**config.mk**
```make
export PLATFORM = sky130hd
export DESIGN_NAME = classifier_cfg_ctrl
export DESIGN_NICKNAME = d
export VERILOG_FILES = /design/src/rtl/classifier_cfg_ctrl.sv
export SDC_FILE = /design/constraint.sdc
export NUM_CORES = 1
export LEC_CHECK = 0
export CORE_MARGIN = 4
export CORE_UTILIZATION = 40
export CTS_CLUSTER_DIAMETER = 120
export DETAILED_ROUTE_END_ITERATION = 7
export HOLD_SLACK_MARGIN = 0.02
export PLACE_DENSITY = 0.61
export REMOVE_ABC_BUFFERS = 1
export SYNTH_ARGS = -nofsm -noshare
export SYNTH_HDL_FRONTEND = slang
export SYNTH_SLANG_ARGS = --single-unit
```
**constraint.sdc**
```tcl
create_clock -name clk -period 9.3 [get_ports clk]
set_input_delay 1.86 -clock clk [delete_from_list [all_inputs] [get_ports clk]]
set_output_delay 1.86 -clock clk [all_outputs]
set_load 0.01 [all_outputs]
```
**src/rtl/classifier_cfg_ctrl.sv**
```systemverilog
// Configuration shadow/commit controller and timestamped event log for the seizure classifier.
// Commits are validated, applied atomically, and followed by a classifier restart pulse.
module classifier_cfg_ctrl #(
  parameter int FIFO_DEPTH       = 4,
  parameter int TS_WIDTH         = 16,
  parameter int RST_PULSE_CYCLES = 4
) (
  input  logic                clk,
  input  logic                reset,
  input  logic                cfg_valid,
  output logic                cfg_ready,
  input  logic [1:0]          cfg_addr,
  input  logic [15:0]         cfg_data,
  output logic [7:0]          class_a_thresh_out,
  output logic [7:0]          class_b_thresh_out,
  output logic [15:0]         timeout_period_out,
  output logic                cls_reset,
  output logic                cfg_error,
  input  logic [1:0]          event_in,
  output logic                evt_valid,
  input  logic                evt_ready,
  output logic [TS_WIDTH+1:0] evt_data,
  output logic                evt_overflow
);
  localparam int PTR_W = (FIFO_DEPTH > 1) ? $clog2(FIFO_DEPTH) : 1;
  localparam int CNT_W = $clog2(RST_PULSE_CYCLES + 1);
  localparam logic [PTR_W:0]   DEPTH_C    = (PTR_W + 1)'(FIFO_DEPTH);
  localparam logic [CNT_W-1:0] PULSE_LAST = CNT_W'(RST_PULSE_CYCLES - 1);

  typedef enum logic [1:0] {IDLE, CHECK, APPLY, SETTLE} state_t;

  state_t               state, state_nxt;
  logic                 commit_pend;
  logic [CNT_W-1:0]     pulse_cnt;
  logic [7:0]           shadow_a, shadow_b;
  logic [15:0]          shadow_to;
  logic                 cfg_accept, commit_ok, log_en;

  logic [TS_WIDTH-1:0]  ts;
  logic [1:0]           prev_event;
  logic [TS_WIDTH+1:0]  mem [FIFO_DEPTH];
  logic [PTR_W-1:0]     wr_ptr, rd_ptr;
  logic [PTR_W:0]       fifo_cnt;
  logic                 push, pop, full, wr_en;

  assign cfg_accept = cfg_valid & cfg_ready;
  assign commit_ok  = (shadow_b != 8'd0) && (shadow_a >= shadow_b) && (shadow_to != 16'd0);

  always_ff @(posedge clk or posedge reset) begin
    if (reset) state <= IDLE;
    else       state <= state_nxt;
  end

  always_comb begin
    state_nxt = state;
    unique case (state)
      IDLE:    if (commit_pend) state_nxt = CHECK;
      CHECK:   state_nxt = commit_ok ? APPLY : IDLE;
      APPLY:   if (pulse_cnt == PULSE_LAST) state_nxt = SETTLE;
      SETTLE:  state_nxt = IDLE;
      default: state_nxt = IDLE;
    endcase
  end

  // A commit is latched for one cycle before CHECK, so the host sees cfg_ready drop at the accept edge.
  always_comb begin
    cfg_ready = (state == IDLE) && !commit_pend;
    cls_reset = (state == APPLY);
    log_en    = (state == IDLE) || (state == CHECK);
  end

  always_ff @(posedge clk or posedge reset) begin
    if (reset) begin
      commit_pend <= 1'b0;
      pulse_cnt   <= '0;
    end else begin
      if (state == IDLE && commit_pend)
        commit_pend <= 1'b0;
      else if (cfg_accept && cfg_addr == 2'd3)
        commit_pend <= 1'b1;
      pulse_cnt <= (state == APPLY) ? pulse_cnt + CNT_W'(1) : '0;
    end
  end

  always_ff @(posedge clk or posedge reset) begin
    if (reset) begin
      shadow_a           <= 8'd5;
      shadow_b           <= 8'd1;
      shadow_to          <= 16'd10000;
      class_a_thresh_out <= 8'd5;
      class_b_thresh_out <= 8'd1;
      timeout_period_out <= 16'd10000;
      cfg_error          <= 1'b0;
    end else begin
      if (cfg_accept) begin
        case (cfg_addr)
          2'd0:    shadow_a  <= cfg_data[7:0];
          2'd1:    shadow_b  <= cfg_data[7:0];
          2'd2:    shadow_to <= cfg_data;
          default: ;
        endcase
      end
      if (state == CHECK) begin
        cfg_error <= !commit_ok;
        if (commit_ok) begin
          class_a_thresh_out <= shadow_a;
          class_b_thresh_out <= shadow_b;
          timeout_period_out <= shadow_to;
        end
      end
    end
  end

  // Event log: the classifier restarts in C, so prev_event is held at C while it is being reset.
  assign push  = log_en && (event_in != prev_event);
  assign pop   = evt_valid && evt_ready;
  assign full  = (fifo_cnt == DEPTH_C);
  assign wr_en = push && (!full || pop);

  always_ff @(posedge clk or posedge reset) begin
    if (reset) begin
      ts           <= '0;
      prev_event   <= 2'b00;
      wr_ptr       <= '0;
      rd_ptr       <= '0;
      fifo_cnt     <= '0;
      evt_overflow <= 1'b0;
    end else begin
      ts         <= ts + TS_WIDTH'(1);
      prev_event <= log_en ? event_in : 2'b00;
      if (wr_en) wr_ptr <= wr_ptr + PTR_W'(1);
      if (pop)   rd_ptr <= rd_ptr + PTR_W'(1);
      case ({wr_en, pop})
        2'b10:   fifo_cnt <= fifo_cnt + (PTR_W + 1)'(1);
        2'b01:   fifo_cnt <= fifo_cnt - (PTR_W + 1)'(1);
        default: ;
      endcase
      // A drop in the same cycle as a successful commit still reports overflow.
      if (state == CHECK && commit_ok) evt_overflow <= 1'b0;
      if (push && full && !pop)        evt_overflow <= 1'b1;
    end
  end

  always_ff @(posedge clk) begin
    if (wr_en) mem[wr_ptr] <= {event_in, ts};
  end

  assign evt_valid = (fifo_cnt != '0);
  assign evt_data  = mem[rd_ptr];

endmodule

```
# Word level (Yosys, flattened, before mapping)
# Memory sizes are Yosys's and may differ from the RTL's.
# Cells that the tools add are included.
# word_totals
reg_bits	97
latch_bits	0
ramBits	72
romBits	0
in_bits	24
out_inout_bits	55
elab_cells	81
mem_count	1
# memory_table
name	depth	width	read_ports	rd_ports_with_merged_regs	write_ports	line_no	text
mem	4	18	1	0	1	41	logic [TS_WIDTH+1:0] mem [FIFO_DEPTH];
# op_classes
add_sub_neg	6
n_mul	0
div_mod_pow	0
n_lt_le_gt_ge	1
eq_ne	13
shifts	0
muxes	13
n_bitwise	1
reduce_logical	30
# ops
op	n
$add A16 B1 Y16 const B	1
$reduce_bool A16 Y1	1
$logic_and A1 B1 Y1	11
$eq A2 B2 Y1 const B	5
$reduce_and A2 Y1	5
$ge A8 B8 Y1	1
$mux W2	4
$pmux W2 S4	1
$reduce_bool A8 Y1	1
$add A3 B1 Y3 const B	2
$eq A2 B1 Y1 const B	3
$mux W1	6
$pmux W3 S2	1
$reduce_bool A2 Y1	3
$add A2 B1 Y2 const B	2
$logic_not A1 Y1	4
$logic_not A2 Y1	2
$eq A3 B2 Y1 const B	1
$eq A3 B3 Y1 const B	1
$mux W3	1
$reduce_bool A3 Y1	1
$sub A3 B1 Y3 const B	1
$logic_or A1 B1 Y1	2
$ne A2 B1 Y1 const B	1
3 further kinds	3

# Depth between registers and ports, before layout
# Gate-level depths: netlist of the first run.
# logic_depth
depth_word	6
depth_mapped	8
depth_no_buf	7

# Worst setup path before layout of the first run
# Ideal clock, no wire load.
# synth_timing
path_kind	in2reg
start	input port event_in[0]
end	memory mem[0][0] (netlist name) (enable)
setup_time_ns	0.376
arrival_time_ns	2.934
t_required_ns	8.924
setup_slack_ns	5.990
cell_stages	3
n_path_buf	0
cell_sequence	xnor2_1 -> a211oi_2 -> and2_1
# synth_between
elab_chain_cells	5
# synth_rtl
item	line_no	text
from (decl)	19	input logic [1:0] event_in,
$ne A2 B2 Y1	115	assign push = log_en && (event_in != prev_event);
$logic_and A1 B1 Y1	115	
$logic_and A1 B1 Y1	118	assign wr_en = push && (!full || pop);
$mux W1	145	if (wr_en) mem[wr_ptr] <= {event_in, ts};
$mux W1 (implied by the code)	145	
to (decl)	41	
# Every way passes these cells.

# Worst setup path after layout of the first run
# layout_timing
start	register rd_ptr[0]
end	output port evt_data[9]
# layout_between
elab_chain_cells	1
# layout_rtl
item	line_no	text
from (decl)	42	logic [PTR_W-1:0] wr_ptr, rd_ptr;
from (signal assigned)	132	if (pop) rd_ptr <= rd_ptr + PTR_W'(1);
$mem_v2 Z4 W18	--	
to (decl)	22	output logic [TS_WIDTH+1:0] evt_data,
# Every way passes these cells.

==> flow_summary.yaml, run 1 <==
timing:
  fin_setup_tns_ps: 0
  fin_skew_ps: 9.09
  worst_pin_slew_ps: 1150
  relSlewSlack_pct: 23.1
  rsz0062_at_grt: "false"
  layout_min_cycle_time_ps: 4520
  fin_crit_sh_pct: 48.6
  fin_ws_ps: 4780
  max_freq_mhz: 221
  finalMaxSlewViolations: 0
  setup_viol: 0
  hold_viol: 0
power_and_ir_drop:
  p_comb_share_pct: 32.4
  share_seq_of_total_power_pct: 44.0
  power_switching_w: 0.000870
  powerDensity_nw_per_um2: 339
  switching_share_pct: 30.3
  intPower_w: 0.00200
  pwr-share-clk_pct: 23.6
  p_leak_nw: 3.33
  vdd_drop_max_uv: 155
  p_total_w: 0.00287
routing:
  final_antenna_net_count: 0
  met3WireLength_um: 775
  drt_pass1_iterations: 4
  routed_wl_mm: 12.3
  wl_met1_mm: 5.56
  dr.max_layer_used: "met4"
  drc: 0
  vias: 3506
  first_iter_violations: 85
  vias_per_cell: 4.86
  wl_met2_mm: 5.76
  wl_per_cell_um: 17.0
layout:
  antennaDiodeCount: 0
  layout-drive-gt1-share_pct: 27.7
  fin_area_sq_um: 8450
  areaGrowthSynthToFinish_pct: 22.7
  final_nets: 529
  seqCellArea_sq_um: 4610
  multi_input_area_sq_um: 2130
  fill_cells: 1408
critical_path:
  worstSetupEndpointType: "primary output"
  arrival_ps: 2660
  cp_max_fo: 20
  cp-start-kind: "flip-flop"
  critical_path.cell_chain: "mux4_2 > clkdlybuf4s50_1"
  crit_path_top_delay_cell: "dfrtp_1"
  r2r_start: "shadow_a[0]"
  cp_slowest_stage_delay_ps: 1100
  cp-startpoint: "rd_ptr[0]"
  cpLargestDelayFamily: "flip-flops"
  crit_cells: 2
  critPathRequiredTime_ps: 7440
  rr_worst_depth: 8
  critPathKind: "reg2out"
  worst-path-buf-inv: 1
global_route:
  gr-total-overflow: 0
  grt_pass1_vias: 3888
  antenna_found_initial: 0
  grtUsageTotal_pct: 13.5
  grt_max_degree: 51
  grt_pass1_wl_mm: 20.7
hold_path:
  worst_hold_path_type: "reg2reg"
  min_path_cells: 1
  worstHoldStart: "pulse_cnt[0]"
synthesis:
  syn_inst: 399
  syn_area_per_cell_sq_um: 17.3
  synthArstFlopShare_pct: 57.4
  synth_common_cells: "81 x dfrtp_1, 72 x edfxtp_1, 34 x mux2_2"
  synth_cell_types: 37
  ys_warn_count: 0
  syn_area_sq_um: 6890
  synth_enable_flop_cells: 72
  synth_ff_type: "dfrtp_1"
  synth_area_leaders: "edfxtp_1 31%, dfrtp_1 29%, mux2_4 6.3%, dfstp_2 6.1%, mux4_2 5.9%"
  yosysSeqAreaShare_pct: 66.9
  yosysTopAreaCellShare_pct: 31.4
  synth_top_cell_by_area: "edfxtp_1"
  synth.most_common_cell: "dfrtp_1"
  ys_ff_latch: 169
place:
  routabilityCongestion: 0.771
  dp_hpwl_mm: 8.34
  io_buffers: 78
  place_area_sq_um: 7870
  dp_slack_ps: 5000
die:
  start_util_pct: 41.2
  core-area_sq_um: 16700
  dieArea_sq_um: 19400
  io_pins: 79
  die_h_um: 139
  rows: 47
  fp.dieW_um: 139
job:
  cap_violations: 0
clocking:
  cts_hold_buf: 0
  cts.sinks: 169
  clk_pin_slew_worst_paths_ps: 70
  clk_latency_ps: 420
  post_cts_buffers: 0
  numCtsBuffers: 17
  cts_max_level: 4
  cts_tree: "yes"
  cts_root_buf: "clkbuf_16"
  clock_path_buffers: 2
  post_cts_resized: 0
outcome:
  status: "finished clean"
==> per-stage QoR <==
step           hold WS (ps)  instances  utilization [%]
2_1_floorplan           410        390                -
3_3_place_gp            422        690             47.1
3_5_place_dp            445        690             47.1
4_1_cts                 454        722             50.6
5_1_grt                 472        722             50.6
6_report                445        722             50.6
==> cell type report <==
class / instances / share of cell area (%)
Clock buffer: 17 / 5.03
Clock inverter: 15 / 1.84
Inverter: 17 / 0.784
Multi-Input combinational cell: 204 / 25.1
Sequential cell: 169 / 54.5
Tap cell: 220 / 3.26
Timing Repair Buffer: 80 / 9.41
==> final timing paths <==
| check | end | slack, ps |
|---|---|---|
| setup / recovery | evt_data[9] | 4780 |
| max in group asynchronous | fifo_cnt[2] | 6370 |
| min in group asynchronous | timeout_period_out[0] | 1850 |
| hold reg to reg | pulse_cnt[0] | 450 |
| setup reg to reg | class_b_thresh_out[7] | 6880 |
| hold / removal | pulse_cnt[0] | 450 |
==> sequential cells by signal, summed over array words and instances (netlist names), 2 cells and up, named ones only <==
name                cells
shadow_b                8
rd_ptr                  2
fifo_cnt                3
class_a_thresh_out      8
shadow_to              16
shadow_a                8
prev_event              2
timeout_period_out     16
ts                     16
mem                    72
wr_ptr                  2
class_b_thresh_out      8
pulse_cnt               3
==> layer usage <==
layer,GRT usage [%],vias up
met5,0,-
met2,20.9,73
met1,17.1,1776
li1,-,1643
met3,5.76,14
met4,4.63,0
==> cell usage in the layout, fill, tap and decap left out, types with 6 or more instances in the layout <==
| cell type | synthesis | final |
|---|---|---|
| and2_1 | 6 | 6 |
| clkbuf_16 | 0 | 17 |
| clkdlybuf4s50_1 | 0 | 78 |
| dfrtp_1 | 81 | 81 |
| dfstp_2 | 16 | 16 |
| edfxtp_1 | 72 | 72 |
| ha_1 | 15 | 15 |
| inv_1 | 17 | 16 |
| mux2_2 | 34 | 34 |
| mux2_4 | 29 | 29 |
| mux4_2 | 18 | 18 |
| nand2_1 | 17 | 17 |
| nand3_1 | 7 | 7 |
| nor2_1 | 9 | 9 |
| nor4_1 | 6 | 6 |
| o21ai_0 | 6 | 6 |
| xnor2_1 | 16 | 16 |
==> cells by family (layout without fill, tap and decap cells) <==
family / after synthesis / in the layout / share of synthesized area, %
multiplexers: 84 / 84 / 18.2
XOR/XNOR: 21 / 21 / 2.67
adder cells (fa/ha/maj): 16 / 16 / 3.02
buffers and inverters: 26 / 129 / 2.22
AO/OA/AOI/OAI: 14 / 14 / 1.40
flip-flops: 169 / 169 / 66.9
AND/OR/NAND/NOR: 69 / 69 / 5.58
==> power groups by stage <==
stage | sequential (W) | clock (W) | combinational [W]
floorplan | 0.00125 | 0 | 0.000536
detailed placement | 0.00128 | 0 | 0.000946
finish | 0.00126 | 0.000676 | 0.000930
global route | 0.00130 | 0.000729 | 0.00102
global placement | 0.00127 | 0 | 0.000931
CTS | 0.00127 | 0.000695 | 0.000952
Note: power is estimated with default switching activity, not from simulation.
==> inputs of run 2 (changes only) <==
--- a/config.mk
+++ b/config.mk
@@ -10,7 +10,7 @@
 export CTS_CLUSTER_DIAMETER = 120
 export DETAILED_ROUTE_END_ITERATION = 7
 export HOLD_SLACK_MARGIN = 0.02
-export PLACE_DENSITY = 0.61
+export PLACE_DENSITY = 0.63
 export REMOVE_ABC_BUFFERS = 1
 export SYNTH_ARGS = -nofsm -noshare
 export SYNTH_HDL_FRONTEND = slang
==> constraint.sdc (replaced) <==
create_clock -name clk -period 4 [get_ports clk]
set_input_delay 0.8 -clock clk [delete_from_list [all_inputs] [get_ports clk]]
set_output_delay 0.8 -clock clk [all_outputs]
set_load 0.01 [all_outputs]
==> run 2 against run 1 <==
Effect of this change:
- wire length grew 4.4%
- global-route usage grew 0.40 points
- sequential cell count is the same
- setup slack lost 3900 ps
- combinational power grew 150%
- register-to-register slack lost 5600 ps
- power grew 140%
- hold slack lost 6.7 ps
- non-clock buffer count grew 6
- critical endpoint is now evt_data[6]
- first-iteration DRC count grew 64%
==> flow_summary.yaml, run 2 (same netlist as run 1, synthesis figures left out) <==
layout:
  areaGrowthSynthToFinish_pct: 23.7
  layout.cells.non_filler: 728
  mostFrequentLayoutCells: "81 x dfrtp_1, 78 x clkdlybuf4s50_1, 72 x edfxtp_1"
  multi_input_area_sq_um: 2130
  layout_commonest_cell: "dfrtp_1"
  seqCellArea_sq_um: 4610
  largest_register: "mem"
  fin_area_sq_um: 8520
  antennaDiodeCount: 0
  fill_cells: 1394
  final_nets: 535
  largest_reg_flops: 72
  layout-drive-gt1-share_pct: 28.5
critical_path:
  arrival_ps: 2290
  critPathKind: "reg2out"
  cp-start-kind: "flip-flop"
  cp_max_fo: 19
  r2r_slack_ps: 1270
  critPathRequiredTime_ps: 3200
  worstSetupEndpointType: "primary output"
global_route:
  gr-total-overflow: 0
  grt_max_degree: 89
  grtUsageTotal_pct: 13.9
  grt_pass1_wl_mm: 21.0
  antenna_found_initial: 0
  grt_pass1_vias: 3874
clocking:
  clk_pin_slew_worst_paths_ps: 70
  cts.sinks: 169
  cts_tree: "yes"
  cts_root_buf: "clkbuf_16"
  post_cts_resized: 0
  clock_path_buffers: 2
  cts_max_level: 4
  clk_latency_ps: 430
  cts_hold_buf: 0
  post_cts_buffers: 0
  numCtsBuffers: 17
routing:
  routed_wl_mm: 12.8
  first_iter_violations: 139
  vias_per_cell: 4.94
  final_antenna_net_count: 0
  wl_per_cell_um: 17.6
  drt_pass1_iterations: 4
  vias: 3597
  drc: 0
place:
  io_buffers: 78
  place_area_sq_um: 7920
  dp_hpwl_mm: 8.55
  routabilityCongestion: 0.761
  placed_cells: 696
timing:
  worst_pin_slew_ps: 1110
  rsz0062_at_grt: "false"
  layout_min_cycle_time_ps: 3090
  max_freq_mhz: 324
  fin_setup_tns_ps: 0
  fin_crit_sh_pct: 77.3
  finalMaxSlewViolations: 0
  hold_viol: 0
  setup_viol: 0
  whs_ps: 439
  relSlewSlack_pct: 26.1
  fin_skew_ps: 7.06
die:
  dieArea_sq_um: 19400
  core-area_sq_um: 16700
  start_util_pct: 41.2
  io_pins: 79
  die_h_um: 139
  rows: 47
  fp.dieW_um: 139
power_and_ir_drop:
  p_leak_nw: 3.38
  p_total_w: 0.00681
  powerDensity_nw_per_um2: 800
  vdd_drop_max_uv: 450
job:
  cap_violations: 0
outcome:
  status: "finished clean"
hold_path:
  worst_hold_path_type: "reg2reg"
## run 2: cell types whose count changed in the layout (fill, tap and decap cells not counted)
cell        change
buf_4           +6
clkinv_4        +3
clkinv_8        -3
clkinvlp_4      -3
bufinv_16       +2
inv_8           -2
clkbuf_8        +1
clkinv_2        +1
inv_6           +1
## run 2: critical path: stages (launching register included)
cell	delay, ps
dfrtp_1	900
mux4_2	440
clkdlybuf4s50_1	510
## run 2: power by group
group | leakage, nW | internal, W | switching [W]
clock network | 0.297 | 0.000953 | 0.000700
registers | 1.86 | 0.00250 | 0.000379
logic | 1.23 | 0.00135 | 0.000938
total | 3.38 | 0.00480 | 0.00202
## run 2: layout make-up
class | count | share of cell area [%]
Clock inverter | 14 | 1.89
Timing Repair Buffer | 86 | 9.87
Tap cell | 220 | 3.23
Clock buffer | 18 | 5.16
Inverter | 17 | 0.778
Sequential cell | 169 | 54.1
Multi-Input combinational cell | 204 | 25.0
## run 2: final timing paths
check                             startpoint               endpoint  cells after the start
min in group asynchronous              reset                  ts[1]                      2
worst max-delay path               rd_ptr[1]            evt_data[6]                      2
worst max register to register   shadow_a[0]  class_b_thresh_out[3]                      8
worst min register to register  pulse_cnt[0]           pulse_cnt[0]                      1
worst min-delay path            pulse_cnt[0]           pulse_cnt[0]                      1
max in group asynchronous              reset              wr_ptr[1]                      3
## run 2: layer usage
metal / vias up / GRT usage [%] / wire length [um]
met4: 0 / 3.71 / 131
met5: - / 0 / 0
met2: 78 / 22.2 / 6310
li1: 1652 / - / -
met1: 1851 / 17.6 / 5580
met3: 16 / 5.76 / 779
## run 2: per-stage QoR
| step | utilization [%] | worst slack, ps |
|---|---|---|
| finish | 51.0 | 910 |
| global route | 51.0 | 821 |
| CTS | 51.0 | 845 |
| detailed placement | 47.4 | 893 |
| global placement | 47.4 | 993 |
| floorplan | - | 693 |
==> inputs of run 3 (changes only) <==
==> constraint.sdc (replaced) <==
create_clock -name clk -period 2.6 [get_ports clk]
set_input_delay 0.52 -clock clk [delete_from_list [all_inputs] [get_ports clk]]
set_output_delay 0.52 -clock clk [all_outputs]
set_load 0.01 [all_outputs]
==> run 3 against run 2 <==
Effect of this change:
- sequential share of layout area fell by 0.92 points
- via count rose by 0.28%
- largest power group unchanged
- sequential cell count did not move
- cell area increased by 1.7%
- combinational power rose by 64%
- power grew 54%
- highest routed layer unchanged
- clock skew up 4.7 ps
- register-to-register slack got worse by 930 ps
==> flow_summary.yaml, run 3 (same netlist as run 1, synthesis figures left out) <==
routing:
  drt_pass1_iterations: 4
  first_iter_violations: 123
  vias_per_cell: 4.89
  wl_per_cell_um: 17.2
  vias: 3607
  routed_wl_mm: 12.7
  drc: 0
  final_antenna_net_count: 0
timing:
  relSlewSlack_pct: 62.3
  max_freq_mhz: 396
  finalMaxSlewViolations: 0
  layout_min_cycle_time_ps: 2530
  rsz0062_at_grt: "false"
  fin_ws_ps: 73.6
  hold_viol: 0
  worst_pin_slew_ps: 565
  fin_setup_tns_ps: 0
  setup_viol: 0
  fin_crit_sh_pct: 97.2
  fin_skew_ps: 11.8
layout:
  final_util_pct: 51.9
  layout-drive-gt1-share_pct: 29.6
  final_nets: 544
  multi_input_area_sq_um: 2130
  layout_commonest_cell: "dfrtp_1"
  fin_area_sq_um: 8670
  antennaDiodeCount: 0
  mostFrequentLayoutCells: "81 x dfrtp_1, 72 x edfxtp_1, 71 x clkdlybuf4s50_1"
  largest_reg_flops: 72
  areaGrowthSynthToFinish_pct: 25.8
  layout.cells.non_filler: 737
  largest_register: "mem"
  seqCellArea_sq_um: 4610
  fill_cells: 1387
place:
  placed_cells: 702
  place_area_sq_um: 8080
  dp_hpwl_mm: 8.75
  dp_slack_ps: 126
  routabilityCongestion: 0.783
  io_buffers: 78
critical_path:
  cp-start-kind: "flip-flop"
  r2r_start: "shadow_a[0]"
  critPathRequiredTime_ps: 2080
  arrival_ps: 2010
  cp-startpoint: "rd_ptr[0]"
  rr_worst_depth: 8
  cp_max_fo: 5
  critPathKind: "reg2out"
  r2r-end: "class_a_thresh_out[7]"
  worstSetupEndpointType: "primary output"
  endpoint: "evt_data[16]"
  r2r_slack_ps: 340
global_route:
  grt_max_degree: 44
  antenna_found_initial: 0
  grt_pass1_vias: 3979
  grtUsageTotal_pct: 13.8
  grt_pass1_wl_mm: 21.2
  gr-total-overflow: 0
die:
  start_util_pct: 41.2
  die_h_um: 139
  rows: 47
  core-area_sq_um: 16700
  fp.dieW_um: 139
  io_pins: 79
  dieArea_sq_um: 19400
outcome:
  status: "finished clean"
hold_path:
  worst_hold_path_type: "reg2reg"
power_and_ir_drop:
  vdd_drop_max_uv: 567
  p_leak_nw: 3.47
  powerDensity_nw_per_um2: 1210
job:
  cap_violations: 0
clocking:
  numCtsBuffers: 17
  cts_root_buf: "clkbuf_16"
  cts.sinks: 169
  cts_max_level: 4
  clock_path_buffers: 2
  clk_latency_ps: 420
  cts_tree: "yes"
  clk_pin_slew_worst_paths_ps: 60
==> run 3: area by class of cell <==
cell class	instances	share of cell area (%)
Clock inverter	14	1.57
Inverter	17	0.765
Timing Repair Buffer	95	11.8
Clock buffer	18	4.95
Sequential cell	169	53.2
Multi-Input combinational cell	204	24.5
Tap cell	220	3.18
==> run 3: worst min-delay path by stage <==
stage            startpoint      endpoint  cells past startpoint
2_1_floorplan  pulse_cnt[0]  pulse_cnt[0]                      1
3_3_place_gp   pulse_cnt[0]  pulse_cnt[0]                      1
3_5_place_dp   pulse_cnt[0]  pulse_cnt[0]                      1
4_1_cts        pulse_cnt[0]  pulse_cnt[0]                      1
5_1_grt        pulse_cnt[0]  pulse_cnt[0]                      1
6_report       pulse_cnt[0]  pulse_cnt[0]                      1
==> run 3: worst max-delay path, cell delays in order (launching register included) <==
cell and delay (ps):
dfrtp_1 400, buf_4 180, mux4_2 520, clkdlybuf4s50_1 500
==> run 3: report_power, final <==
| group | internal [W] | total (W) | switching [W] |
|---|---|---|---|
| Clock | 0.00134 | 0.00239 | 0.00106 |
| Sequential | 0.00384 | 0.00439 | 0.000546 |
| Combinational | 0.00221 | 0.00373 | 0.00152 |
==> run 3: timing repair <==
action	CTS	global route
hold buffers	0	0
pin swaps	0	0
endpoints found under the setup margin	4	13
resized for setup	4	3
buffers inserted	0	3
==> run 3: through the flow <==
| step | power (W) | hold slack [ps] |
|---|---|---|
| finish | 0.0105 | 433 |
| floorplan | 0.00640 | 410 |
| CTS | 0.0107 | 436 |
| global route | 0.0111 | 439 |
| global placement | 0.00816 | 422 |
| detailed placement | 0.00824 | 427 |
==> run 3: layer usage <==
| layer | vias up | wire length, um | global-route usage [%] |
|---|---|---|---|
| li1 | 1683 | - | - |
| met1 | 1835 | 5460 | 16.7 |
| met2 | 76 | 6360 | 22.8 |
| met3 | 13 | 681 | 4.73 |
| met4 | 0 | 169 | 5.51 |
| met5 | - | 0 | 0 |
